### config.mk
export PLATFORM = sky130hd
export DESIGN_NAME = uart_tx_arbiter_flat
export DESIGN_NICKNAME = d
export VERILOG_FILES = /design/src/rtl/uart_pkg.sv /design/src/rtl/uart_tx_arbiter_if.sv /design/src/rtl/uart_tx_arbiter_rr_pick.sv /design/src/rtl/uart_tx_arbiter.sv /design/src/flat_wrapper.sv
export SDC_FILE = /design/constraint.sdc
export NUM_CORES = 1
export LEC_CHECK = 0
export BUFFER_PORTS_ARGS = -buffer_cell sky130_fd_sc_hd__buf_2
export CAP_MARGIN = 20
export CORE_MARGIN = 5
export CORE_UTILIZATION = 45
export CTS_CLUSTER_DIAMETER = 200
export CTS_CLUSTER_SIZE = 10
export DETAILED_ROUTE_END_ITERATION = 10
export GPL_TIMING_DRIVEN = 0
export HOLD_SLACK_MARGIN = 0.1
export PLACE_DENSITY = 0.72
export SYNTH_ARGS = -nofsm -noshare
export SYNTH_HDL_FRONTEND = slang
export SYNTH_SLANG_ARGS = --single-unit
### constraint.sdc
create_clock -name clk -period 4.9 [get_ports clk]
set_input_delay 0.245 -clock clk [delete_from_list [all_inputs] [get_ports clk]]
set_output_delay 0.245 -clock clk [all_outputs]
set_load 0.005 [all_outputs]
### src/rtl/uart_pkg.sv
// Shared definitions for the UART transmit path: arbiter state encoding,
// link timing constants and a width helper used for parameter defaults.
package uart_pkg;

    localparam int CLK_HZ       = 27000000;
    localparam int BAUD         = 115200;
    // One bit time at CLK_HZ / BAUD, rounded down (27e6 / 115200 = 234.375)
    localparam int DELAY_FRAMES = 234;

    typedef enum logic [1:0] {
        ST_IDLE = 2'd0,
        ST_SEND = 2'd1,
        ST_GAP  = 2'd2
    } arb_state_t;

    // Width needed to hold values 0..value-1, never narrower than one bit
    function automatic int clog2_min1(input int value);
        return (value > 1) ? $clog2(value) : 1;
    endfunction

endpackage

### src/rtl/uart_tx_arbiter_if.sv
// Byte-stream bundle between the message sources, the arbiter and the TX
// bit engine. The slave side is the arbiter; the master side is everything
// around it (sources driving bytes in, TX engine returning tx_ready).
interface uart_tx_arbiter_if #(
    parameter int NUM_REQ = 4
);

    logic [NUM_REQ-1:0]   req_valid;
    logic [8*NUM_REQ-1:0] req_data;
    logic [NUM_REQ-1:0]   req_last;
    logic [NUM_REQ-1:0]   req_ready;
    logic [7:0]           tx_data;
    logic                 tx_valid;
    logic                 tx_ready;

    modport master (
        output req_valid,
        output req_data,
        output req_last,
        output tx_ready,
        input  req_ready,
        input  tx_data,
        input  tx_valid
    );

    modport slave (
        input  req_valid,
        input  req_data,
        input  req_last,
        input  tx_ready,
        output req_ready,
        output tx_data,
        output tx_valid
    );

endinterface

### src/rtl/uart_tx_arbiter_rr_pick.sv
// Combinational round-robin picker: the winner is the first requesting index
// found when scanning upward from last+1, wrapping modulo NUM_REQ.
module rr_pick #(
    parameter int NUM_REQ = 4,
    parameter int GRANT_W = 2
) (
    input  logic [NUM_REQ-1:0] req,
    input  logic [GRANT_W-1:0] last,
    output logic [GRANT_W-1:0] winner,
    output logic               any
);

    logic [NUM_REQ-1:0] rot;

    // Rotate so bit j means requester (last+1+j) mod NUM_REQ, then keep the lowest set bit
    always_comb begin
        rot    = NUM_REQ'({req, req} >> (int'(last) + 1));
        winner = '0;
        any    = |req;
        for (int i = NUM_REQ - 1; i >= 0; i--) begin
            if (rot[i]) begin
                winner = GRANT_W'((int'(last) + 1 + i) % NUM_REQ);
            end
        end
    end

endmodule

### src/rtl/uart_tx_arbiter.sv
// Shares one byte-serial TX engine among NUM_REQ message sources. A grant is
// held for a whole message (or until MAX_BYTES force a release), followed by
// an idle gap of GAP_CYCLES clocks before the next round-robin decision.
module uart_tx_arbiter
    import uart_pkg::*;
#(
    parameter int NUM_REQ    = 4,
    parameter int GRANT_W    = clog2_min1(NUM_REQ),
    parameter int GAP_CYCLES = DELAY_FRAMES,
    parameter int MAX_BYTES  = 16
) (
    input  logic               clk,
    input  logic               rst_n,
    uart_tx_arbiter_if.slave   bus,
    output logic [GRANT_W-1:0] grant_id,
    output logic               busy,
    output logic               burst_cut
);

    localparam int CNT_W = clog2_min1(MAX_BYTES + 1);
    localparam int GAP_W = clog2_min1(GAP_CYCLES);
    localparam logic [CNT_W-1:0] CNT_LIMIT = CNT_W'((MAX_BYTES > 0) ? MAX_BYTES - 1 : 0);
    localparam logic [GAP_W-1:0] GAP_LAST  = GAP_W'((GAP_CYCLES > 0) ? GAP_CYCLES - 1 : 0);

    arb_state_t         state;
    logic [GRANT_W-1:0] last_ptr;
    logic [GRANT_W-1:0] winner;
    logic               any_req;
    logic [CNT_W-1:0]   byte_cnt;
    logic [GAP_W-1:0]   gap_cnt;

    logic               tx_valid_c;
    logic [7:0]         tx_data_c;
    logic [NUM_REQ-1:0] req_ready_c;
    logic               xfer;
    logic               msg_last;
    logic               limit_hit;

    rr_pick #(
        .NUM_REQ (NUM_REQ),
        .GRANT_W (GRANT_W)
    ) u_rr_pick (
        .req    (bus.req_valid),
        .last   (last_ptr),
        .winner (winner),
        .any    (any_req)
    );

    // While sending, connect the grantee straight through to the TX engine
    always_comb begin
        tx_valid_c  = 1'b0;
        tx_data_c   = '0;
        req_ready_c = '0;
        if (state == ST_SEND) begin
            tx_valid_c = bus.req_valid[grant_id];
            if (tx_valid_c) begin
                tx_data_c = bus.req_data[{grant_id, 3'b000} +: 8];
            end
            req_ready_c[grant_id] = bus.tx_ready;
        end
    end

    assign bus.tx_valid  = tx_valid_c;
    assign bus.tx_data   = tx_data_c;
    assign bus.req_ready = req_ready_c;

    assign xfer      = tx_valid_c && bus.tx_ready;
    assign msg_last  = bus.req_last[grant_id];
    assign limit_hit = (MAX_BYTES > 0) && (byte_cnt == CNT_LIMIT);

    // Grant / send / gap sequencing with registered grant_id, busy and burst_cut
    always_ff @(posedge clk or negedge rst_n) begin
        if (!rst_n) begin
            state     <= ST_IDLE;
            last_ptr  <= GRANT_W'(NUM_REQ - 1);
            grant_id  <= '0;
            busy      <= 1'b0;
            burst_cut <= 1'b0;
            byte_cnt  <= '0;
            gap_cnt   <= '0;
        end else begin
            burst_cut <= 1'b0;
            case (state)
                ST_IDLE: begin
                    if (any_req) begin
                        grant_id <= winner;
                        byte_cnt <= '0;
                        busy     <= 1'b1;
                        state    <= ST_SEND;
                    end
                end
                ST_SEND: begin
                    if (xfer) begin
                        if (byte_cnt != '1) begin
                            byte_cnt <= byte_cnt + 1'b1;
                        end
                        if (msg_last || limit_hit) begin
                            last_ptr  <= grant_id;
                            burst_cut <= !msg_last;
                            gap_cnt   <= '0;
                            if (GAP_CYCLES == 0) begin
                                busy  <= 1'b0;
                                state <= ST_IDLE;
                            end else begin
                                state <= ST_GAP;
                            end
                        end
                    end
                end
                ST_GAP: begin
                    if (gap_cnt == GAP_LAST) begin
                        busy  <= 1'b0;
                        state <= ST_IDLE;
                    end else begin
                        gap_cnt <= gap_cnt + 1'b1;
                    end
                end
                default: begin
                    busy  <= 1'b0;
                    state <= ST_IDLE;
                end
            endcase
        end
    end

endmodule

### src/flat_wrapper.sv
// flat-port wrapper written by rule: the top's interface ports become plain ports
module uart_tx_arbiter_flat import uart_pkg::*;
#(
    parameter int NUM_REQ    = 4,
    parameter int GRANT_W    = clog2_min1(NUM_REQ),
    parameter int GAP_CYCLES = DELAY_FRAMES,
    parameter int MAX_BYTES  = 16
)
  (clk, rst_n, grant_id, busy, burst_cut, bus_req_valid, bus_req_data, bus_req_last, bus_tx_ready, bus_req_ready, bus_tx_data, bus_tx_valid);
  uart_tx_arbiter_if #(.NUM_REQ(NUM_REQ)) bus_i ();
  input  logic clk;
  input  logic rst_n;
  output logic [GRANT_W-1:0] grant_id;
  output logic busy;
  output logic burst_cut;
  input wire logic [$bits(bus_i.req_valid)-1:0] bus_req_valid;
  input wire logic [$bits(bus_i.req_data)-1:0] bus_req_data;
  input wire logic [$bits(bus_i.req_last)-1:0] bus_req_last;
  input wire logic [$bits(bus_i.tx_ready)-1:0] bus_tx_ready;
  output wire logic [$bits(bus_i.req_ready)-1:0] bus_req_ready;
  output wire logic [$bits(bus_i.tx_data)-1:0] bus_tx_data;
  output wire logic [$bits(bus_i.tx_valid)-1:0] bus_tx_valid;
  assign bus_i.req_valid = bus_req_valid;
  assign bus_i.req_data = bus_req_data;
  assign bus_i.req_last = bus_req_last;
  assign bus_i.tx_ready = bus_tx_ready;
  assign bus_req_ready = bus_i.req_ready;
  assign bus_tx_data = bus_i.tx_data;
  assign bus_tx_valid = bus_i.tx_valid;
  uart_tx_arbiter #(.NUM_REQ(NUM_REQ), .GRANT_W(GRANT_W), .GAP_CYCLES(GAP_CYCLES), .MAX_BYTES(MAX_BYTES)) u_core (.clk(clk), .rst_n(rst_n), .bus(bus_i), .grant_id(grant_id), .busy(busy), .burst_cut(burst_cut));
endmodule
======== After elaboration in Yosys (flattened, before gate mapping) ========
Cells that the tools add are included.
cells by class
  add/subtract/negate cells ............... 6
  $lt $le $gt $ge ......................... 2
  equal/unequal tests ..................... 11
  shift-type cells ........................ 2
  mux-type cells .......................... 33
  bitwise logic cells ..................... 2
  reduce and logical (&&, ||, !) cells .... 14
operator list
  cell                   number
  $mux W8                5
  $shiftx A32 B6 Y8      1
  $mux W2                8
  $pmux W8 S2            1
  $mux W5                3
  $reduce_and A4 Y1      3
  $pmux W5 S2            1
  $mux W1                9
  $add A8 B1 Y8 const B  1
  $eq A8 B8 Y1 const B   1
  $shr A8 B3 Y4          1
  $ne A2 B1 Y1 const B   3
  $ne A2 B2 Y1 const B   3
  $pmux W2 S3            1
  $reduce_and A3 Y1      2
  $add A5 B1 Y5 const B  1
  $eq A5 B4 Y1 const B   1
  $ne A5 B5 Y1 const B   1
  $add A2 B2 Y2 const B  2
  $and A4 B4 Y4          1
  $bmux W1 S2            2
  $mux W4                1
  $reduce_bool A2 Y1     2
  $reduce_or A4 Y1       1
  other kinds (14)       15
storage, ports and cells
  bits in registers ....................... 21
  input port bits ......................... 43
  output and inout bits ................... 17
  word-level logic and storage cells ...... 77

======== Longest topological paths before layout ========
Gate-level depths: netlist (run 1).
  depth in word-level cells ............... 6
  depth in mapped cells ................... 7
  mapped depth without buffers ............ 7

======== By module ========
Synthesis (run 1) repeated with hierarchy kept, for this count alone.
unflattened totals
  cell total of the unflattened synthesis .. 146
  area total of the unflattened synthesis .. 1453.9 um2
modules (own cells, without submodules)
  module           times used  cells an instance  area an instance (um2)  seq. area each (um2)
  uart_tx_arbiter  1           132                1375.1                  528.0
  rr_pick          1           14                 78.8                    0.0

======== Worst setup path after synthesis (run 1) ========
Ideal clock, no wire load.
  kind .................................... reg2reg
  start ................................... register u_core.byte_cnt[0]
  end ..................................... register u_core.byte_cnt[1]
  library setup time ...................... 121 ps
  arrival time ............................ 1885 ps
  required time ........................... 4779 ps
  slack ................................... 2894 ps
  cell stages (with the launch flop) ...... 8
  buffers on the path ..................... 0
  period minus slack after synthesis ...... 2006 ps
  path through ............................ dfrtp_1 -> ha_1 -> and3_1 -> ha_1 -> or3b_2 -> o31a_1 -> a21o_1 -> a22o_1
on the way
  longest elaborated chain between the ends .. 4
  elaborated cells between the ends (all ways) .. 7
  classes of those cells .................. 1 x add/sub; 2 x eq/ne; 3 x mux; 1 x reduce/logical
RTL lines
  item                    RTL line               text
  start, declared         uart_tx_arbiter.sv:29  logic [CNT_W-1:0] byte_cnt;
  start signal, assigned  uart_tx_arbiter.sv:95  byte_cnt <= byte_cnt + 1'b1;
  $add A5 B1 Y5           uart_tx_arbiter.sv:95
  $mux W5                 uart_tx_arbiter.sv:94  if (byte_cnt != '1) begin
  $mux W5                 uart_tx_arbiter.sv:93  if (xfer) begin
  $pmux W5 S2             uart_tx_arbiter.sv:83  case (state)
Several ways; a longest one is shown, not always the timed one. The select of a mux whose other input is x is not followed.
A chain may end at the register's enable or synchronous reset.

======== Worst setup path after layout (run 1) ========
  start ................................... register u_core.grant_id[1]
  end ..................................... output port bus_tx_data[5]
on the way
  longest elaborated chain between the ends .. 4
  elaborated cells between the ends (all ways) .. 5
  classes of those cells .................. 1 x shift; 4 x mux
RTL lines
  item                                                                       RTL line               text
  start, declared                                                            uart_tx_arbiter.sv:15  output logic [GRANT_W-1:0] grant_id,
  start signal, assigned                                                     uart_tx_arbiter.sv:86  grant_id <= winner;
  parallel branches: the longest is 2 deep, another holds $shiftx A32 B6 Y8  --
  $mux W8 *                                                                  uart_tx_arbiter.sv:56  if (tx_valid_c) begin
  $mux W8 *                                                                  uart_tx_arbiter.sv:54  if (state == ST_SEND) begin
  end, declared                                                              flat_wrapper.sv:21     output wire logic [$bits(bus_i.tx_data)-1:0] bus_tx_data;
Mark *: on every way between the ends. The select of a mux whose other input is x is not followed.

==> impl_metrics.ini, run 1 <==
[drt]
drc_errors = 0
drtIter0Drc = 57
drt_wl_total_um = 3840
ant_nets = 0
wire_per_inst_um = 15.2
vias = 1318
viasPerCell = 5.21
first_pass_iters = 4

[placed_design]
hpwl_um = 3140
gp_congestion = 0.887
dp_slack_ns = 2.73
io_buffers = 59

[cells_and_area]
final_common_cell = buf_2
n_antenna_cell = 0
final_nets = 256
area_growth_pct = 25.3
drive_above_1_share_pct = 40.1
final_cell_mix = 61 x buf_2, 19 x dfrtp_1, 12 x and3_1, 12 x nand2_1, 11 x nor2_1

[worst_setup_path]
cp_data_required_time_ns = 4.66
end_kind = output port
crit_arrival_ns = 2.13
worstPathMaxFanout = 10
cp_common_cell = clkbuf_1
worstSetupStartpoint = u_core.grant_id[1]
criticalPathCategory = reg2out
start_kind = flop
cp_slowest_cell = clkbuf_1
reg2reg_from = u_core.byte_cnt[0]
crit_chain = clkbuf_1 -> clkbuf_1 -> mux4_2 -> and3_1 -> buf_2
max_stage_delay_ns = 0.45

[grt]
grt_pass1_vias = 1295
antenna_found_initial = 0
grt_use_total_pct = 16.7
grt_max_degree = 22
gr-total-overflow = 0
grt_pass1_wl_um = 5970

[run]
cap_violations = 0

[synthesis]
synth_top_area_cell = dfrtp_1
syn_inst = 143
yosysWarnings = 0
syn-cell-area_um2 = 1540
synth_top_area_share_pct = 31.0
ys.flop_type = dfrtp_1
syn_nets = 191
async_flop_share_pct = 100
syn_area_per_cell_um2 = 10.7
synthDistinctLibCells = 45
synth_area_leaders = dfrtp_1 31%, mux4_2 8.8%, mux4_1 6.8%
ys_seq_elements = 21
synth_edf_count = 0
ys_seq_area_share_pct = 34.4

[pwr]
power.switching_w = 0.000373
swShare_pct = 40.3
p_int_w = 0.000553
ir_worst_vdd_uv = 344
p_leak_nw = 0.983
combPwrFrac_pct = 58.5
p_per_area_nw_per_um2 = 481
seqPwrFrac_pct = 32.5
p_clk_share_pct = 9.0

[clocking]
clk_pin_slew_ns = 0.11
htreeDepth = 1
cts_tree = built
hold_buffers = 1
cts_resized = 0
root_buffer = clkbuf_4
clockBufferDepth = 2
post-cts-setup-buffer-count = 0
cts_buffers = 3
clock_latency_ns = 0.30
clkSinkCount = 21

[sta]
slew_headroom_pct = 57.0
fin_setup_tns_ns = 0
fin_skew_ns = 0.00918
setup_ws_ns = 2.52
fin_crit_ns = 2.38
max_freq_mhz = 421
maxSlewViolCount = 0
worst_pin_slew_ns = 0.641
setup_violations = 0
finalHoldViolCount = 0
finalCritPeriodShare_pct = 48.5
rsz0062_at_grt = no

[floorplanning]
fp.dieArea_um2 = 4680
start_util_pct = 46.4
core_um2 = 3310
placementRows = 21
die_y_um = 68.4
die_w_um = 68.4
io_pins = 60

[run_status]
status = finished clean

[hold_path]
hp-start = bus_tx_ready
min_path_type = in2reg
-- synthesized netlist by cell type, types with 2 or more instances --
library cell   n
dfrtp_1       19
nor3_1         2
mux4_1         4
nand2b_1       3
inv_1          8
nand4_1        2
o22ai_1        2
xnor2_1        2
or3b_2         2
buf_2          2
a21oi_1        7
ha_1           5
mux4_2         6
nor2b_1        2
and3_1        12
nor3b_1        3
xor2_1         4
nor2_1        11
dfstp_2        2
nand4b_1       2
clkbuf_1       5
a22o_1         2
nand2_1       12
buf_6          2
mux2_2         2
-- cell families (layout without fill, tap and decap cells) --
logic type	count (synthesis)	count (layout)	synth area share (%)
simple gates	58	58	21.7
compound gates	21	21	10.9
flops	21	21	34.4
buf+inv	17	81	5.30
mux	15	15	20.2
xor+xnor	6	6	3.42
fa+ha+maj	5	5	4.07
-- routing by layer --
layer | part of all wire [%] | GRT usage [%] | vias to the layer above
met3 | 2.9 | 3.78 | 2
met5 | 0 | 0 | -
li1 | - | - | 658
met4 | 0.42 | 3.23 | 0
met2 | 55 | 27.7 | 14
met1 | 41 | 22.5 | 644
-- area by class of cell --
| cell class | instances | area, µm² |
|---|---|---|
| Buffer | 9 | 51.3 |
| Clock buffer | 4 | 26.3 |
| Fill cell | 328 | 1390 |
| Inverter | 8 | 30.0 |
| Multi-Input combinational cell | 105 | 926 |
| Sequential cell | 21 | 528 |
| Tap cell | 46 | 57.6 |
| Timing Repair Buffer | 60 | 305 |
-- power groups by stage --
stage | combinational, W | sequential, W | clock [W]
global placement | 0.000527 | 0.000300 | 0
global route | 0.000599 | 0.000313 | 0.0000943
detailed placement | 0.000544 | 0.000304 | 0
finish | 0.000542 | 0.000301 | 0.0000834
CTS | 0.000547 | 0.000300 | 0.0000863
floorplan | 0.000390 | 0.000291 | 0
-- registers in the layout, summed over array words and instances, names as in the netlist --
name	flops
u_core.burst_cut	1
u_core.busy	1
u_core.byte_cnt	5
u_core.gap_cnt	8
u_core.grant_id	2
u_core.last_ptr	2
u_core.state	2
-- path summary, 6_finish.rpt --
check / end / slack [ns] / cells after the start
min: u_core.byte_cnt[0] / 0.25 / 3
min in group asynchronous: u_core.gap_cnt[6] / 0.41 / 2
min reg2reg: u_core.last_ptr[0] / 0.53 / 2
max reg2reg: u_core.byte_cnt[1] / 2.71 / 7
max: bus_tx_data[5] / 2.52 / 5
max in group asynchronous: u_core.last_ptr[1] / 4.13 / 2
-- critical path: cells and delay by family (launching register included) --
kind,cells,cell delay (ns)
flops,1,0.37
mux,1,0.39
simple gates,1,0.19
buf+inv,3,0.88
-- per-stage QoR --
| step | total power, W | hold WS (ns) | cells | util (%) | cell area (µm²) |
|---|---|---|---|---|---|
| finish | 0.000927 | 0.245 | 253 | 58.1 | 1920 |
| global route | 0.00101 | 0.250 | 253 | 58.1 | 1920 |
| CTS | 0.000934 | 0.237 | 253 | 58.1 | 1920 |
| detailed placement | 0.000848 | 0.230 | 248 | 57.0 | 1890 |
| global placement | 0.000826 | 0.228 | 248 | 57.0 | 1890 |
| floorplan | 0.000682 | -0.0506 | 143 | - | 1540 |
Power figures use the tool's default switching activity.
==> run 2: changes to the inputs <==
- ABC_AREA: unset -> 1
- clock period: 4.9 -> 2.15 ns (I/O delays scaled with it)
==> run 2 against run 1 <==
Non-clock buffer count down 1. Largest power group is now registers. Combinational power down 85%. Critical path type unchanged. Critical endpoint is now bus_tx_data[0]. Sequential share of layout area down 3.5 points. Synthesized cell count up 78%. Clock-buffer cell count down 1.
==> impl_metrics.ini, run 2 <==
[sta]
fin_skew_ns = 0.00622
finalHoldViolCount = 0
max_freq_mhz = 509
fin_crit_ns = 1.96
rsz0062_at_grt = no
slew_headroom_pct = 59.4
maxSlewViolCount = 0
fin_setup_tns_ns = 0
worst_pin_slew_ns = 0.607
setup_violations = 0
finalCritPeriodShare_pct = 91.3

[synthesis]
yosys-top-cells-count = 76 x nand2_1, 27 x nand3_1, 23 x inv_1
ys_seq_area_share_pct = 29.5
synthDistinctLibCells = 38
ys.flop_type = dfrtp_1
synth_top_area_cell = dfrtp_1
ys_seq_elements = 21
syn_area_per_cell_um2 = 7.05
synthMostInstantiatedCell = nand2_1
yosysWarnings = 0
async_flop_share_pct = 100
syn_inst = 254
synth_edf_count = 0
synth_area_leaders = dfrtp_1 27%, nand2_1 16%, nand3_1 7.5%
syn_nets = 302
syn-cell-area_um2 = 1790
synth_top_area_share_pct = 26.6

[pwr]
ir_worst_vdd_uv = 221
power_w = 0.000738
p_leak_nw = 1.18
p_per_area_nw_per_um2 = 335

[drt]
drt_wl_total_um = 4340
viasPerCell = 4.99
wire_per_inst_um = 11.8
vias = 1838
first_pass_iters = 4
drc_errors = 0
ant_nets = 0
drtIter0Drc = 97

[floorplanning]
start_util_pct = 45.7
fp.dieArea_um2 = 5340
die_w_um = 73.1
core_um2 = 3910
io_pins = 60
placementRows = 23
die_y_um = 73.1

[worst_setup_path]
cp_data_required_time_ns = 2.04
end_kind = output port
criticalPathCategory = reg2out
worstPathMaxFanout = 8
start_kind = flop
cp_slowest_cell = nor2_1
reg2reg_slack_ns = 0.42
max_stage_delay_ns = 0.47
crit_arrival_ns = 1.86
crit_chain = buf_6 -> inv_1 -> nor2_1 -> a22oi_1 -> a31oi_1 -> buf_2
path_buf_inv = 3
critPathTopFamily = simple AND/OR/NAND/NOR gates

[cells_and_area]
n_antenna_cell = 0
final_common_cell = nand2_1
reg_top3 = u_core.gap_cnt x8, u_core.byte_cnt x5
final_nets = 367
drive_above_1_share_pct = 32.1
largest_reg_flops = 8
top_register = u_core.gap_cnt
area_growth_pct = 23.1
final_cell_mix = 76 x nand2_1, 60 x buf_2, 27 x nand3_1
fin_cells = 368

[run_status]
status = finished clean

[placed_design]
io_buffers = 59
place_inst = 363
hpwl_um = 3470
gp_congestion = 0.805

[clocking]
htreeDepth = 1
cts_buffers = 3
clockBufferDepth = 2
clk_pin_slew_ns = 0.07
cts_resized = 0
clkSinkCount = 21
cts_tree = built
clock_latency_ns = 0.26
root_buffer = clkbuf_8

[grt]
grt_pass1_vias = 1780
grt_max_degree = 22
grt_pass1_wl_um = 7580
gr-total-overflow = 0
grt_use_total_pct = 17.3
antenna_found_initial = 0

[hold_path]
min_path_type = in2reg

[run]
cap_violations = 0
==> run 2: cell count changes in the layout (fill, tap and decap cells not counted), sizes merged, moves of 10 or more <==
cell	before	now
and3	12	0
inv	8	28
mux4	10	0
nand2	12	84
nand3	0	35
nor2	11	27
==> run 2: layout make-up <==
| cell class | instances | area (µm²) |
|---|---|---|
| Fill cell | 402 | 1710 |
| Multi-Input combinational cell | 197 | 1090 |
| Sequential cell | 21 | 528 |
| Timing Repair Buffer | 60 | 305 |
| Inverter | 28 | 108 |
| Tap cell | 50 | 62.6 |
| Buffer | 8 | 61.3 |
| Clock buffer | 3 | 41.3 |
| Clock inverter | 1 | 5.00 |
==> run 2: cells by family after synthesis <==
| family | count (synthesis) | share of synthesized area (%) |
|---|---|---|
| adders and majority gates | 5 | 3.49 |
| and+or+nand+nor | 155 | 43.4 |
| DFF | 21 | 29.5 |
| AOI/OAI and AO/OA | 32 | 11.7 |
| buffers and inverters | 36 | 9.43 |
| xor gates and xnor gates | 5 | 2.45 |
==> run 2: path summary, 6_finish.rpt <==
check                                         from                 end  cells after the start
worst max-delay path            u_core.grant_id[0]      bus_tx_data[0]                      6
worst min-delay path               bus_req_last[0]    u_core.burst_cut                      4
worst max register to register  u_core.byte_cnt[0]  u_core.byte_cnt[3]                      8
worst min register to register         u_core.busy         u_core.busy                      2
max in group asynchronous                    rst_n  u_core.last_ptr[0]                      2
min in group asynchronous                    rst_n   u_core.gap_cnt[4]                      2
==> run 2: where the power goes <==
part	switching (W)	internal (W)
Combinational	0.0000392	0.0000404
Sequential	0	0.000395
Clock	0.000134	0.000129
Total	0.000173	0.000564
==> run 2: metrics by stage <==
| step | hold WS (ns) | setup slack [ns] | area, µm² | utilization (%) |
|---|---|---|---|---|
| final | 0.121 | 0.187 | 2200 | 56.3 |
| after global routing | 0.147 | 0.101 | 2200 | 56.3 |
| after CTS | 0.119 | 0.158 | 2200 | 56.3 |
| after detailed placement | 0.0981 | 0.444 | 2150 | 54.9 |
| after global placement | 0.0939 | 0.430 | 2150 | 54.9 |
| after floorplan | -0.188 | 0.605 | 1790 | - |
==> run 2: per-layer routing <==
layer | vias to the layer above | GRT usage, % | part of all wire [%]
li1 | 959 | - | -
met1 | 826 | 23.2 | 48
met2 | 53 | 28.9 | 46
met3 | 0 | 4.13 | 5.5
met4 | 0 | 1.84 | 0
met5 | - | 0 | 0
==> run 2: worst reg2reg max path, delay by kind of cell, from the launching register on <==
| kind | cells | cell delay, ns |
|---|---|---|
| adder cells (fa/ha/maj) | 2 | 0.41 |
| AND/OR/NAND/NOR | 5 | 0.44 |
| AO/OA/AOI/OAI | 1 | 0.36 |
| flip-flops | 1 | 0.42 |
==> run 2: what timing repair did <==
action | CTS | global route
hold buffers | 1 | 0
hold endpoints to repair | 19 | 0
setup buffers | 0 | 0
